`config.mk`:
```
export PLATFORM = sky130hd
export DESIGN_NAME = fpu
export DESIGN_NICKNAME = d
export VERILOG_FILES = /design/src/rtl/fpu_pkg.sv /design/src/rtl/fpu_lzc.sv /design/src/rtl/fpu.sv
export SDC_FILE = /design/constraint.sdc
export NUM_CORES = 1
export LEC_CHECK = 0
export BUFFER_PORTS_ARGS = -buffer_cell sky130_fd_sc_hd__buf_4
export CORE_UTILIZATION = 46
export CTS_BUF_LIST = sky130_fd_sc_hd__clkbuf_4 sky130_fd_sc_hd__clkbuf_8
export CTS_CLUSTER_DIAMETER = 60
export CTS_CLUSTER_SIZE = 14
export DETAILED_ROUTE_END_ITERATION = 6
export SLEW_MARGIN = 20
export SYNTH_ARGS = -nofsm -noshare
export SYNTH_HDL_FRONTEND = slang
export SYNTH_SLANG_ARGS = --single-unit
```
`constraint.sdc`:
```
create_clock -name clk -period 10.4 [get_ports clk]
set_input_delay 1.04 -clock clk [delete_from_list [all_inputs] [get_ports clk]]
set_output_delay 1.04 -clock clk [all_outputs]
set_load 0.01 [all_outputs]
```
`src/rtl/fpu_pkg.sv`:
```
// pa_fpu: shared types and IEEE-754 single-precision constants for the fpu
package pa_fpu;
   typedef enum logic [1:0] {
      op_add = 2'd0,
      op_sub = 2'd1
   } e_fpu_op;
   typedef enum logic [2:0] {
      IDLE   = 3'd0,
      UNPACK = 3'd1,
      ALIGN  = 3'd2,
      ADD    = 3'd3,
      NORM   = 3'd4,
      ROUND  = 3'd5,
      DONE   = 3'd6
   } e_fpu_state;
   localparam int                 EXP_BIAS = 127;
   localparam logic signed [9:0] EXP_MAX  = 10'(2 * EXP_BIAS + 1);
   localparam logic [31:0]       NAN      = 32'h7FC0_0000;
   localparam logic [31:0]       POS_INF  = 32'h7F80_0000;
   localparam logic [31:0]       NEG_INF  = 32'hFF80_0000;
endpackage

```
`src/rtl/fpu_lzc.sv`:
```
// fpu_lzc: combinational leading-zero count of a 28-bit value (28 when all zero)
module fpu_lzc (
   input  logic [27:0] value,
   output logic [4:0]  count
);
   // highest set bit wins because later iterations overwrite earlier ones
   always_comb begin
      count = 5'd28;
      for (int i = 0; i < 28; i++) if (value[i]) count = 5'(27 - i);
   end
endmodule

```
`src/rtl/fpu.sv`:
```
// fpu: multi-cycle single-precision add/subtract, one FSM stage per cycle
module fpu
   import pa_fpu::*;
(
   input  logic        clk,
   input  logic        arst,
   input  logic        start,
   input  e_fpu_op     operation,
   input  logic [31:0] a_operand,
   input  logic [31:0] b_operand,
   output logic [31:0] ieee_packet_out,
   output logic        cmd_end,
   output logic        busy
);
   e_fpu_state        state_q, state_d;
   e_fpu_op           op_q, op_d;
   logic              start_q, start_d;
   logic [31:0]       a_q, a_d, b_q, b_d, spec_val_q, spec_val_d, res_q, res_d;
   logic              spec_q, spec_d, sa_q, sa_d, sb_q, sb_d, zero_q, zero_d;
   logic [7:0]        ea_q, ea_d, eb_q, eb_d;
   logic [26:0]       ma_q, ma_d, mb_q, mb_d;
   logic [27:0]       sum_q, sum_d;
   logic signed [9:0] er_q, er_d;
   // unpack helpers: b with subtraction folded into its sign
   logic [31:0]       bx, u_val;
   logic              a_nan, b_nan, a_inf, b_inf, a_zero, b_zero, op_ok, u_spec;
   assign bx     = {b_q[31] ^ (op_q == op_sub), b_q[30:0]};
   assign a_nan  = (&a_q[30:23]) && (|a_q[22:0]);
   assign b_nan  = (&bx[30:23]) && (|bx[22:0]);
   assign a_inf  = (&a_q[30:23]) && !(|a_q[22:0]);
   assign b_inf  = (&bx[30:23]) && !(|bx[22:0]);
   assign a_zero = a_q[30:23] == 8'd0;
   assign b_zero = bx[30:23] == 8'd0;
   assign op_ok  = (op_q == op_add) || (op_q == op_sub);
   assign u_spec = !op_ok || a_nan || b_nan || a_inf || b_inf || a_zero || b_zero;
   assign u_val  = (!op_ok || a_nan || b_nan) ? NAN :
                   (a_inf && b_inf)           ? ((a_q[31] == bx[31]) ? a_q : NAN) :
                   a_inf                      ? a_q :
                   b_inf                      ? bx :
                   (a_zero && b_zero)         ? {a_q[31] & bx[31], 31'd0} :
                   a_zero                     ? bx : a_q;
   // align helpers: x is the larger-exponent operand, y is shifted right
   logic        swap, al_lost;
   logic [7:0]  al_diff;
   logic [4:0]  al_sh;
   logic [26:0] al_my, al_ys;
   assign swap    = eb_q > ea_q;
   assign al_diff = swap ? eb_q - ea_q : ea_q - eb_q;
   assign al_sh   = (al_diff > 8'd27) ? 5'd27 : al_diff[4:0];
   assign al_my   = swap ? ma_q : mb_q;
   assign al_ys   = al_my >> al_sh;
   assign al_lost = |(al_my & ~(27'h7FF_FFFF << al_sh));
   // add helpers: effective subtraction keeps the larger magnitude's sign
   logic        eff_sub, a_ge;
   assign eff_sub = sa_q ^ sb_q;
   assign a_ge    = ma_q >= mb_q;
   // normalise helpers
   logic [4:0]  lz;
   logic [26:0] nm;
   fpu_lzc u_lzc (.value(sum_q), .count(lz));
   assign nm = sum_q[27] ? {sum_q[27:2], sum_q[1] | sum_q[0]} : 27'(sum_q << (lz - 5'd1));
   // round helpers: nearest-even on guard/round/sticky below bit 3
   logic              rnd_up;
   logic [24:0]       m25;
   logic signed [9:0] rex;
   logic [31:0]       r_res;
   assign rnd_up = sum_q[2] & (sum_q[1] | sum_q[0] | sum_q[3]);
   assign m25    = {1'b0, sum_q[26:3]} + {24'd0, rnd_up};
   assign rex    = er_q + (m25[24] ? 10'sd1 : 10'sd0);
   assign r_res  = spec_q           ? spec_val_q :
                   zero_q           ? 32'd0 :
                   (rex >= EXP_MAX) ? (sa_q ? NEG_INF : POS_INF) :
                   (rex <= 10'sd0)  ? {sa_q, 31'd0} :
                   {sa_q, rex[7:0], m25[24] ? m25[23:1] : m25[22:0]};
   // next state and per-stage datapath register updates
   always_comb begin
      state_d    = state_q;
      start_d    = start;
      op_d       = op_q;
      a_d        = a_q;
      b_d        = b_q;
      spec_d     = spec_q;
      spec_val_d = spec_val_q;
      sa_d       = sa_q;
      sb_d       = sb_q;
      ea_d       = ea_q;
      eb_d       = eb_q;
      ma_d       = ma_q;
      mb_d       = mb_q;
      sum_d      = sum_q;
      er_d       = er_q;
      zero_d     = zero_q;
      res_d      = res_q;
      case (state_q)
         IDLE: if (start && !start_q) begin
            state_d = UNPACK;
            op_d    = operation;
            a_d     = a_operand;
            b_d     = b_operand;
         end
         UNPACK: begin
            state_d    = ALIGN;
            spec_d     = u_spec;
            spec_val_d = u_val;
            sa_d       = a_q[31];
            sb_d       = bx[31];
            ea_d       = a_q[30:23];
            eb_d       = bx[30:23];
            ma_d       = {1'b1, a_q[22:0], 3'b000};
            mb_d       = {1'b1, bx[22:0], 3'b000};
         end
         ALIGN: begin
            state_d = ADD;
            sa_d    = swap ? sb_q : sa_q;
            sb_d    = swap ? sa_q : sb_q;
            ea_d    = swap ? eb_q : ea_q;
            ma_d    = swap ? mb_q : ma_q;
            mb_d    = {al_ys[26:1], al_ys[0] | al_lost};
         end
         ADD: begin
            state_d = NORM;
            sum_d   = !eff_sub ? {1'b0, ma_q} + {1'b0, mb_q} :
                      a_ge     ? {1'b0, ma_q - mb_q} : {1'b0, mb_q - ma_q};
            sa_d    = (!eff_sub || a_ge) ? sa_q : sb_q;
            er_d    = $signed({2'b00, ea_q});
         end
         NORM: begin
            state_d = ROUND;
            zero_d  = sum_q == 28'd0;
            sum_d   = {1'b0, nm};
            er_d    = sum_q[27] ? er_q + 10'sd1 : er_q - $signed({5'd0, lz - 5'd1});
         end
         ROUND: begin
            state_d = DONE;
            res_d   = r_res;
         end
         default: state_d = IDLE;
      endcase
   end
   // state register; reset aborts any operation in flight
   always_ff @(posedge clk or negedge arst) begin
      if (!arst) begin
         state_q    <= IDLE;
         start_q    <= 1'b0;
         op_q       <= op_add;
         a_q        <= '0;
         b_q        <= '0;
         spec_q     <= 1'b0;
         spec_val_q <= '0;
         sa_q       <= 1'b0;
         sb_q       <= 1'b0;
         ea_q       <= '0;
         eb_q       <= '0;
         ma_q       <= '0;
         mb_q       <= '0;
         sum_q      <= '0;
         er_q       <= '0;
         zero_q     <= 1'b0;
         res_q      <= '0;
      end else begin
         state_q    <= state_d;
         start_q    <= start_d;
         op_q       <= op_d;
         a_q        <= a_d;
         b_q        <= b_d;
         spec_q     <= spec_d;
         spec_val_q <= spec_val_d;
         sa_q       <= sa_d;
         sb_q       <= sb_d;
         ea_q       <= ea_d;
         eb_q       <= eb_d;
         ma_q       <= ma_d;
         mb_q       <= mb_d;
         sum_q      <= sum_d;
         er_q       <= er_d;
         zero_q     <= zero_d;
         res_q      <= res_d;
      end
   end
   assign ieee_packet_out = res_q;
   assign busy            = state_q != IDLE;
   assign cmd_end         = state_q == DONE;
endmodule

```
=== After elaboration in Yosys (flattened, before gate mapping) ===
Cells that the tools add are included.

* Bits in registers: 246
* Bits of input ports: 69
* Output and inout port bits: 34

* $add $sub $neg: 10
* $lt $le $gt $ge: 5
* Eq/ne operators: 11
* Shift-type cells: 3
* Mux-type cells: 63
* Bitwise logic cells: 9
* Reduce and logical (&&, ||, !) cells: 37

{| class="wikitable"
|+ Operators by type and width
! cell !! count
|-
| $mux W32 || 11
|-
| $mux W27 || 4
|-
| $pmux W27 S2 || 2
|-
| $mux W5 || 17
|-
| $pmux W28 S2 || 1
|-
| $sub A27 B27 Y27 || 2
|-
| $reduce_or A23 Y1 || 2
|-
| $mux W4 || 8
|-
| $mux W31 || 1
|-
| $add A27 B27 Y28 || 1
|-
| $logic_not A28 Y1 || 1
|-
| $mux W28 || 1
|-
| $shl A28 B5 Y27 || 1
|-
| $and A27 B27 Y27 || 1
|-
| $ge A27 B27 Y1 || 1
|-
| $not A27 Y27 || 1
|-
| $reduce_or A27 Y1 || 1
|-
| $shl A27 B5 Y27 const A || 1
|-
| $shr A27 B5 Y27 || 1
|-
| $add A24 B1 Y25 || 1
|-
| $mux W23 || 1
|-
| $pmux W10 S2 || 1
|-
| $pmux W3 S6 || 1
|-
| $logic_not A8 Y1 || 2
|-
| 35 further kinds || 74
|}

=== Longest topological paths before layout ===
Gate-level depths: netlist (run 1).

* Word-level depth: 32
* Gate-level depth with buffers: 27
* Mapped depth without buffers: 24

=== By module ===
Synthesis (run 1) repeated with hierarchy kept, for this count alone.

* Cell total of the unflattened synthesis: 2,573
* Area, all modules: 20,614.8 um2

{| class="wikitable"
|+ Modules (own cells, without submodules)
! module !! instances !! cells each !! area an instance (um2) !! seq. area each (um2)
|-
| fpu || 1 || 2,513 || 20,278.2 || 6,155.9
|-
| fpu_lzc || 1 || 60 || 336.6 || 0.0
|}

=== Worst setup path after synthesis (run 1) ===
OpenSTA, ideal clock, no wires.

* Kind: reg-to-reg
* Start point: register sum_q[4]
* End point: register er_q[9]
* Library setup time: 0.127 ns
* Arrival time: 5.534 ns
* Slack: 4.739 ns
* Cell stages (with the launch flop): 28
* Buffers on the path: 6
* Clock period less this slack: 5.661 ns
* Cell sequence: dfrtp_1 -> buf_1 -> inv_1 -> a221oi_1 -> o31ai_1 -> a2111oi_0 -> nor2_1 -> buf_2 -> buf_1 -> ha_1 -> clkbuf_1 -> buf_1 -> buf_1 -> nand3_1 -> o21ai_0 -> ha_1 -> a21o_1 -> a21oi_1 -> o21bai_1 -> a21oi_1 -> o21bai_1 -> a21oi_1 -> o21bai_1 -> a21oi_1 -> xnor2_1 -> o21ai_0 -> nand2_1 -> o21ai_0

* Cells in the longest elaborated chain, start to end: 28

{| class="wikitable"
|+ Ends and longest elaborated chain
! element !! RTL line !! RTL
|-
| start, declared || fpu.sv:22 || <nowiki>logic [27:0] sum_q, sum_d;</nowiki>
|-
| start signal, assigned || fpu.sv:174 || <nowiki>sum_q <= sum_d;</nowiki>
|-
| $mux W4 (8 in series) || fpu_lzc.sv:9 || <nowiki>for (int i = 0; i < 28; i++) if (value[i]) count = 5'(27 - i);</nowiki>
|-
| $mux W5 (16 in series) || fpu_lzc.sv:9 ||
|-
| $sub A5 B1 Y5 || fpu.sv:131 || <nowiki>er_d = sum_q[27] ? er_q + 10'sd1 : er_q - $signed({5'd0, lz - 5'd1});</nowiki>
|-
| $sub A10 B6 Y10 || fpu.sv:131 ||
|-
| $mux W10 || fpu.sv:131 ||
|-
| $pmux W10 S2 || fpu.sv:94 || <nowiki>case (state_q)</nowiki>
|-
| end signal, assigned || fpu.sv:175 || <nowiki>er_q <= er_d;</nowiki>
|-
| end, declared || fpu.sv:23 || <nowiki>logic signed [9:0] er_q, er_d;</nowiki>
|}

Every way passes these cells.
A chain may end at the register's enable or synchronous reset.

=== Final worst setup path (run 1) ===
* Start point: register sum_q[2]
* End point: register res_q[4], in the netlist ieee_packet_out[4]

* Cells in the longest elaborated chain, start to end: 9
* Elaborated cells on any way between the ends: 11

{| class="wikitable"
|+ Ends and longest elaborated chain
! element !! RTL line !! RTL
|-
| $and A1 B1 Y1 * || fpu.sv:67 || <nowiki>assign rnd_up = sum_q[2] & (sum_q[1] | sum_q[0] | sum_q[3]);</nowiki>
|-
| $add A24 B1 Y25 * || fpu.sv:68 || <nowiki>assign m25 = {1'b0, sum_q[26:3]} + {24'd0, rnd_up};</nowiki>
|-
| $mux W1 || fpu.sv:69 || <nowiki>assign rex = er_q + (m25[24] ? 10'sd1 : 10'sd0);</nowiki>
|-
| $add A10 B2 Y10 || fpu.sv:69 ||
|-
| $le A10 B1 Y1 || fpu.sv:73 || <nowiki>(rex <= 10'sd0) ? {sa_q, 31'd0} :</nowiki>
|-
| $mux W31 || fpu.sv:73 ||
|-
| $mux W32 * || fpu.sv:72 || <nowiki>(rex >= EXP_MAX) ? (sa_q ? NEG_INF : POS_INF) :</nowiki>
|-
| $mux W32 * || fpu.sv:71 || <nowiki>zero_q ? 32'd0 :</nowiki>
|-
| $mux W32 * || fpu.sv:70 || <nowiki>assign r_res = spec_q ? spec_val_q :</nowiki>
|-
| end signal, assigned || fpu.sv:177 || <nowiki>res_q <= res_d;</nowiki>
|-
| end, declared || fpu.sv:18 || <nowiki>logic [31:0] a_q, a_d, b_q, b_d, spec_val_q, spec_val_d, res_q, res_d;</nowiki>
|}

Every way passes the cells marked *; elsewhere a longest branch is shown, timed or not.

==> results.yml, run 1 <==
setup_path:
  critPathKind: "flip-flop to flip-flop"
  required_ns: 10.96
  cp-end-kind: "flip-flop"
  worstReg2RegStart: "sum_q[2]"
  startpoint_type: "flip-flop"
  rrSetupSlack_ns: 4.41
  reg2reg_depth: 23
  arrival_ns: 6.56
  path_max_fanout: 11
  reg2reg_to: "ieee_packet_out[4]"
run:
  drv_cap: 0
layout:
  final_core_util_pct: 50.71
  finalNetCount: 2681
  area_delta_synth_final_pct: 8.415
  fill_cells: 4369
  drive_gt1_share_pct: 13.04
  n_antenna_cell: 0
detailed_routing:
  dr_total_vias: 20640
  route.detailed.drc: 0
  first_iter_violations: 2456
  wl_met1_um: 37070
  routed_wirelength_um: 85660
  wl_per_cell_um: 27.56
  dr.pass1.iters: 6
  wl_met2_um: 37320
  wl_met3_um: 7309
  ant_nets: 0
  maxUsedRoutingLayer: "met4"
  routed_via_density: 6.641
clock_network:
  cts_made_buffers: 30
  cts_tree: "done"
  clk-insertion-delay-late_ns: 0.69
  post_cts_resized: 0
  cts_max_path_buffers: 3
  clk_pin_slew_ns: 0.09
  ctsHoldBuffers: 0
  cts_num_sinks: 246
  cts_root_buffer: "clkbuf_8"
  htree_levels: 1
  postCtsSetupBuffers: 0
die:
  core_area_mm2: 0.04432
  start_util_pct: 46.77
  pin_count: 103
  die_w_um: 214.3
  rows: 77
  dieArea_mm2: 0.04591
  dieHeight_um: 214.3
yosys:
  synth_cell_types: 90
  yosysTopAreaCell: "dfrtp_1"
  syn-num-nets: 2703
  async_flop_share_pct: 100.0
  seq_area_frac_synth_pct: 29.70
  synth_top_cell_area_share_pct: 29.70
  synth_ff_type: "dfrtp_1"
  ys_seq_elements: 246
  yosys.area_share.simple_pct: 16.64
  synth_edf_count: 0
  synth_fa_ha_area_share_pct: 7.280
  synth.area.top_cells: "dfrtp_1 30%, ha_1 6.7%, mux2i_1 5.9%"
  synth_top_family_by_area: "compound AO/OA/AOI/OAI gates"
  synthXorXnorAreaFrac_pct: 3.079
  synthMuxAreaShare_pct: 11.86
  avgSynthCellArea_um2: 8.235
  synth_compound_area_share_pct: 25.42
  syn_area_mm2: 0.02073
  yosys_warnings: 0
  syn_inst: 2517
sta:
  rsz0062_at_grt: "false"
  fin_crit_ns: 5.991
  drv_slew: 0
  worst_slew_pin_slew_ns: 1.057
  max-slew-margin-rel_pct: 28.82
  hold_ws_ns: 0.4380
  finalCritPeriodShare_pct: 57.60
  final-setup-viol-count: 0
  fin_setup_tns_ns: 0
  setup_ws_ns: 4.409
  hold_viol_final: 0
  finalClockSkew_ns: 0.06938
  fmax_ghz: 0.1669
global_routing:
  antenna_found_initial: 0
  grt_max_degree: 121
  gr-total-overflow: 0
  grt.total_usage_pct: 36.55
  grt_pass1_wl_um: 128500
  grt_pass1_vias: 19686
min_path:
  hold_path_class: "input port to asynchronous set/reset pin"
placement:
  pre_cts_ws_ns: 4.592
  place.gp.congestion: 1.000
  io_buffers: 102
  dp_hpwl_um: 64840
status:
  outcome: "finished, final reports clean"
-- logic make-up after synthesis --
logic type / after synthesis
buffers and inverters: 314
multiplexers: 221
AND/OR/NAND/NOR: 751
flip-flops: 246
AO/OA/AOI/OAI: 799
XOR/XNOR: 69
adder cells (fa/ha/maj): 117
-- metrics by stage --
stage / std cells / instance area [µm²]
detailed placement: 3055 / 21820
finish: 3108 / 22470
global placement: 3055 / 21820
floorplan: 2517 / 20730
CTS: 3108 / 22450
global route: 3108 / 22470
-- cells in the final DEF (no fill, tap or decap), types with 8 or more instances in the layout --
cell	Yosys	routed
inv_1	124	124
nand3_1	55	55
nand2_1	233	233
or3_1	16	16
a21boi_0	9	9
buf_4	4	134
o32ai_1	8	8
a221o_1	13	13
and2_1	14	14
mux2i_1	122	122
mux2_2	85	85
and3_1	21	21
a211oi_1	26	26
a221oi_1	74	74
o21bai_1	21	21
xnor2_1	52	51
o31ai_1	25	25
a21oi_1	194	191
a311oi_1	8	8
ha_1	111	111
mux4_2	10	10
nand4_1	19	19
a31oi_1	25	25
a22oi_1	29	29
nor2b_1	23	23
o2111ai_1	8	8
xor2_1	14	12
o22ai_1	16	15
nand2b_1	26	24
a21o_1	33	33
nor4_1	27	27
clkbuf_8	0	32
o221ai_1	17	17
o211ai_1	19	19
nor2_1	239	234
nor3_1	53	52
o21ai_0	195	195
o21ai_1	10	10
dfrtp_1	246	246
-- worst max path at each step --
stage              start             endpoint  slack (ns)  cells past startpoint
3_3_place_gp   sum_q[13]              er_q[9]        4.79                     21
5_1_grt         sum_q[3]   ieee_packet_out[4]        3.81                     23
4_1_cts         sum_q[2]  ieee_packet_out[10]        4.57                     23
6_report        sum_q[2]   ieee_packet_out[4]        4.41                     23
2_1_floorplan   sum_q[4]              er_q[9]        4.74                     27
3_5_place_dp    sum_q[2]  ieee_packet_out[10]        4.59                     23
-- cell type report --
cell class / count / area [µm²] / area share, %
Sequential cell: 246 / 6156 / 27.39
Inverter: 125 / 469.2 / 2.088
Multi-Input combinational cell: 1957 / 13450 / 59.84
Clock buffer: 34 / 455.4 / 2.027
Timing Repair Buffer: 135 / 1021 / 4.543
Clock inverter: 19 / 182.7 / 0.8129
Tap cell: 592 / 740.7 / 3.296
-- layer usage --
| metal | up-vias | global-route usage, % |
|---|---|---|
| li1 | 9152 | - |
| met1 | 10219 | 51.32 |
| met2 | 1079 | 55.48 |
| met3 | 190 | 6.511 |
| met4 | 0 | 14.81 |
| met5 | - | 0 |
-- Yosys cell counts (14+ instances only) --
| cell | number |
|---|---|
| o211ai_1 | 19 |
| o21ai_0 | 195 |
| and3_1 | 21 |
| xnor2_1 | 52 |
| nand2_1 | 233 |
| o221ai_1 | 17 |
| ha_1 | 111 |
| buf_1 | 16 |
| nor2b_1 | 23 |
| xor2_1 | 14 |
| nand2b_1 | 26 |
| mux2i_1 | 122 |
| nand3_1 | 55 |
| a22oi_1 | 29 |
| dfrtp_1 | 246 |
| a21o_1 | 33 |
| inv_1 | 124 |
| a21oi_1 | 194 |
| nor2_1 | 239 |
| a211oi_1 | 26 |
| nor3_1 | 53 |
| and2_1 | 14 |
| buf_2 | 16 |
| a31oi_1 | 25 |
| nor4_1 | 27 |
| o31ai_1 | 25 |
| or3_1 | 16 |
| o21bai_1 | 21 |
| o22ai_1 | 16 |
| nand4_1 | 19 |
| clkbuf_1 | 149 |
| a221oi_1 | 74 |
| mux2_2 | 85 |
-- worst max-delay path, stage by stage (launching register included) --
cell and delay [ns]:
dfrtp_1 0.55, and2_1 0.21, ha_1 0.21, nand2_1 0.07, nor2_1 0.29, nand2_1 0.13, nor2_1 0.20, and3_1 0.27
nand3_1 0.10, or2_2 0.42, inv_1 0.15, ha_1 0.24, nand2_1 0.13, nor2_1 0.20, nand3_1 0.18, nor2_1 0.17
xnor2_1 0.14, nor3b_1 0.61, inv_1 0.13, a31oi_1 0.25, nand2_1 0.15, a31oi_1 0.78, a221oi_1 0.19, nor2_1 0.14
-- registers in the layout, indices dropped and copies added (netlist names) --
signal / flops
sb_q: 1
sum_q: 28
ea_q: 8
state_q: 3
a_q: 32
spec_q: 1
er_q: 10
eb_q: 8
sa_q: 1
start_q: 1
b_q: 32
mb_q: 27
zero_q: 1
spec_val_q: 32
ieee_packet_out: 32
op_q: 2
ma_q: 27
Power of run 1 is left out: the tool's default activity adds up to more than one toggle a clock period on the data nets, which glitch-free logic cannot reach.
==> inputs of run 2 (changes only) <==
--- a/config.mk
+++ b/config.mk
@@ -11,6 +11,7 @@
 export CTS_CLUSTER_DIAMETER = 60
 export CTS_CLUSTER_SIZE = 14
 export DETAILED_ROUTE_END_ITERATION = 6
+export PLACE_DENSITY = 0.65
 export SLEW_MARGIN = 20
 export SYNTH_ARGS = -nofsm -noshare
 export SYNTH_HDL_FRONTEND = slang
==> constraint.sdc (replaced) <==
create_clock -name clk -period 5.2 [get_ports clk]
set_input_delay 0.52 -clock clk [delete_from_list [all_inputs] [get_ports clk]]
set_output_delay 0.52 -clock clk [all_outputs]
set_load 0.01 [all_outputs]
==> results.yml, run 2 (synthesis results as in run 1) <==
die:
  dieArea_mm2: 0.04591
  rows: 77
  start_util_pct: 46.77
  dieHeight_um: 214.3
  core_area_mm2: 0.04432
  pin_count: 103
  die_w_um: 214.3
detailed_routing:
  dr.pass1.iters: 5
  wl_per_cell_um: 26.48
  ant_nets: 0
  routed_wirelength_um: 84310
  first_iter_violations: 2296
  dr_total_vias: 20638
  route.detailed.drc: 0
  routed_via_density: 6.482
layout:
  finalNetCount: 2761
  fill_cells: 4284
  area_delta_synth_final_pct: 11.54
  layout_commonest_cell: "dfrtp_1"
  final_cell_mix: "245 x dfrtp_1, 234 x nor2_1, 233 x nand2_1"
  multi_input_area_mm2: 0.01346
  drive_gt1_share_pct: 15.63
  regArea_mm2: 0.006157
clock_network:
  htree_levels: 1
  cts_root_buffer: "clkbuf_8"
  cts_made_buffers: 29
  cts_tree: "done"
  postCtsSetupBuffers: 0
  cts_num_sinks: 246
  clk_pin_slew_ns: 0.11
  cts_max_path_buffers: 3
  clk-insertion-delay-late_ns: 0.70
global_routing:
  grt.total_usage_pct: 36.14
  grt_pass1_wl_um: 126800
  grt_pass1_vias: 19858
  antenna_found_initial: 1
  gr-total-overflow: 0
  grt_max_degree: 117
setup_path:
  cp-end-kind: "flip-flop"
  path_max_fanout: 14
  critPathKind: "flip-flop to flip-flop"
  arrival_ns: 5.44
  startpoint_type: "flip-flop"
  required_ns: 5.73
sta:
  max-slew-margin-rel_pct: 30.03
  hold_viol_final: 0
  worst_slew_pin_slew_ns: 1.047
  fin_setup_tns_ns: 0
  finalCritPeriodShare_pct: 94.40
  finalClockSkew_ns: 0.05680
  drv_slew: 0
  fmax_ghz: 0.2037
  setup_ws_ns: 0.2910
  final-setup-viol-count: 0
  fin_crit_ns: 4.909
  rsz0062_at_grt: "false"
placement:
  pre_cts_ws_ns: 0.2971
  io_buffers: 102
  place.gp.congestion: 1.087
  dp_hpwl_um: 65560
status:
  outcome: "finished, final reports clean"
run:
  drv_cap: 0
min_path:
  hold_path_class: "input port to flip-flop"
run 2: changes by cell type in the layout (fill, tap and decap cells not counted), moves of 2 or more:
cell | previous run | this run
buf_4 | 134 | 211
clkinv_2 | 6 | 0
inv_6 | 2 | 5
buf_12 | 0 | 2
clkinv_8 | 0 | 2
dlygate4sd3_1 | 0 | 2
inv_8 | 5 | 3
run 2: final cells by class:
class / count / share of cell area (%)
Timing Repair Buffer: 216 / 7.176
Multi-Input combinational cell: 1957 / 58.22
Antenna cell: 1 / 0.01082
Clock inverter: 15 / 0.8443
Clock buffer: 32 / 1.878
Tap cell: 592 / 3.204
Inverter: 125 / 2.030
Sequential cell: 246 / 26.63
run 2: worst max-delay path, cell delays in order, from the launching register on:
cell and delay, ns:
dfrtp_1 0.49, ha_1 0.22, inv_1 0.06, fa_1 0.39, a21o_1 0.22, a221oi_2 0.37
o22ai_4 0.21, or4_1 0.53, o211ai_1 0.12, and4_2 0.40, nand3_4 0.22, buf_4 0.27
mux2i_1 0.17, a31o_2 0.30, o32a_1 0.34, a21oi_1 0.28, o211ai_1 0.14
run 2: repair_timing:
| action | in CTS | in global routing |
|---|---|---|
| gates resized for setup | 0 | 4 |
| endpoints found under the hold margin | 72 | 0 |
| endpoints found under the setup margin | 0 | 24 |
| hold buffers | 2 | 0 |
run 2: stage by stage:
stage	utilization [%]	std cells	cell area (µm²)	hold WS [ns]
6_report	52.17	3184	23120	0.05670
3_3_place_gp	50.65	3134	22450	0.4728
3_5_place_dp	50.65	3134	22450	0.4712
5_1_grt	52.16	3183	23120	0.04711
4_1_cts	52.11	3183	23100	0.02949
2_1_floorplan	-	2517	20740	0.2244
run 2: path summary, 6_finish.rpt:
path,cells past startpoint,slack (ns),endpoint,from
setup / recovery,16,0.29,mb_q[0],ea_q[0]
hold / removal,2,0.06,b_q[5],b_operand[5]
setup reg to reg,16,0.29,mb_q[0],ea_q[0]
hold reg to reg,2,0.49,ieee_packet_out[31],ieee_packet_out[31]
max in group asynchronous,3,3.56,er_q[5],arst
min in group asynchronous,2,0.38,sum_q[12],arst
run 2: routing by layer:
layer  vias to the layer above  wire length, µm  global-route usage (%)
met5                         -               13                       0
met4                         2             5193                   19.40
met3                       243             6422                   4.794
met2                      1077            37720                   56.68
met1                     10018            34960                   48.47
li1                       9298                -                       -
Power of run 2 is left out for the same reason.
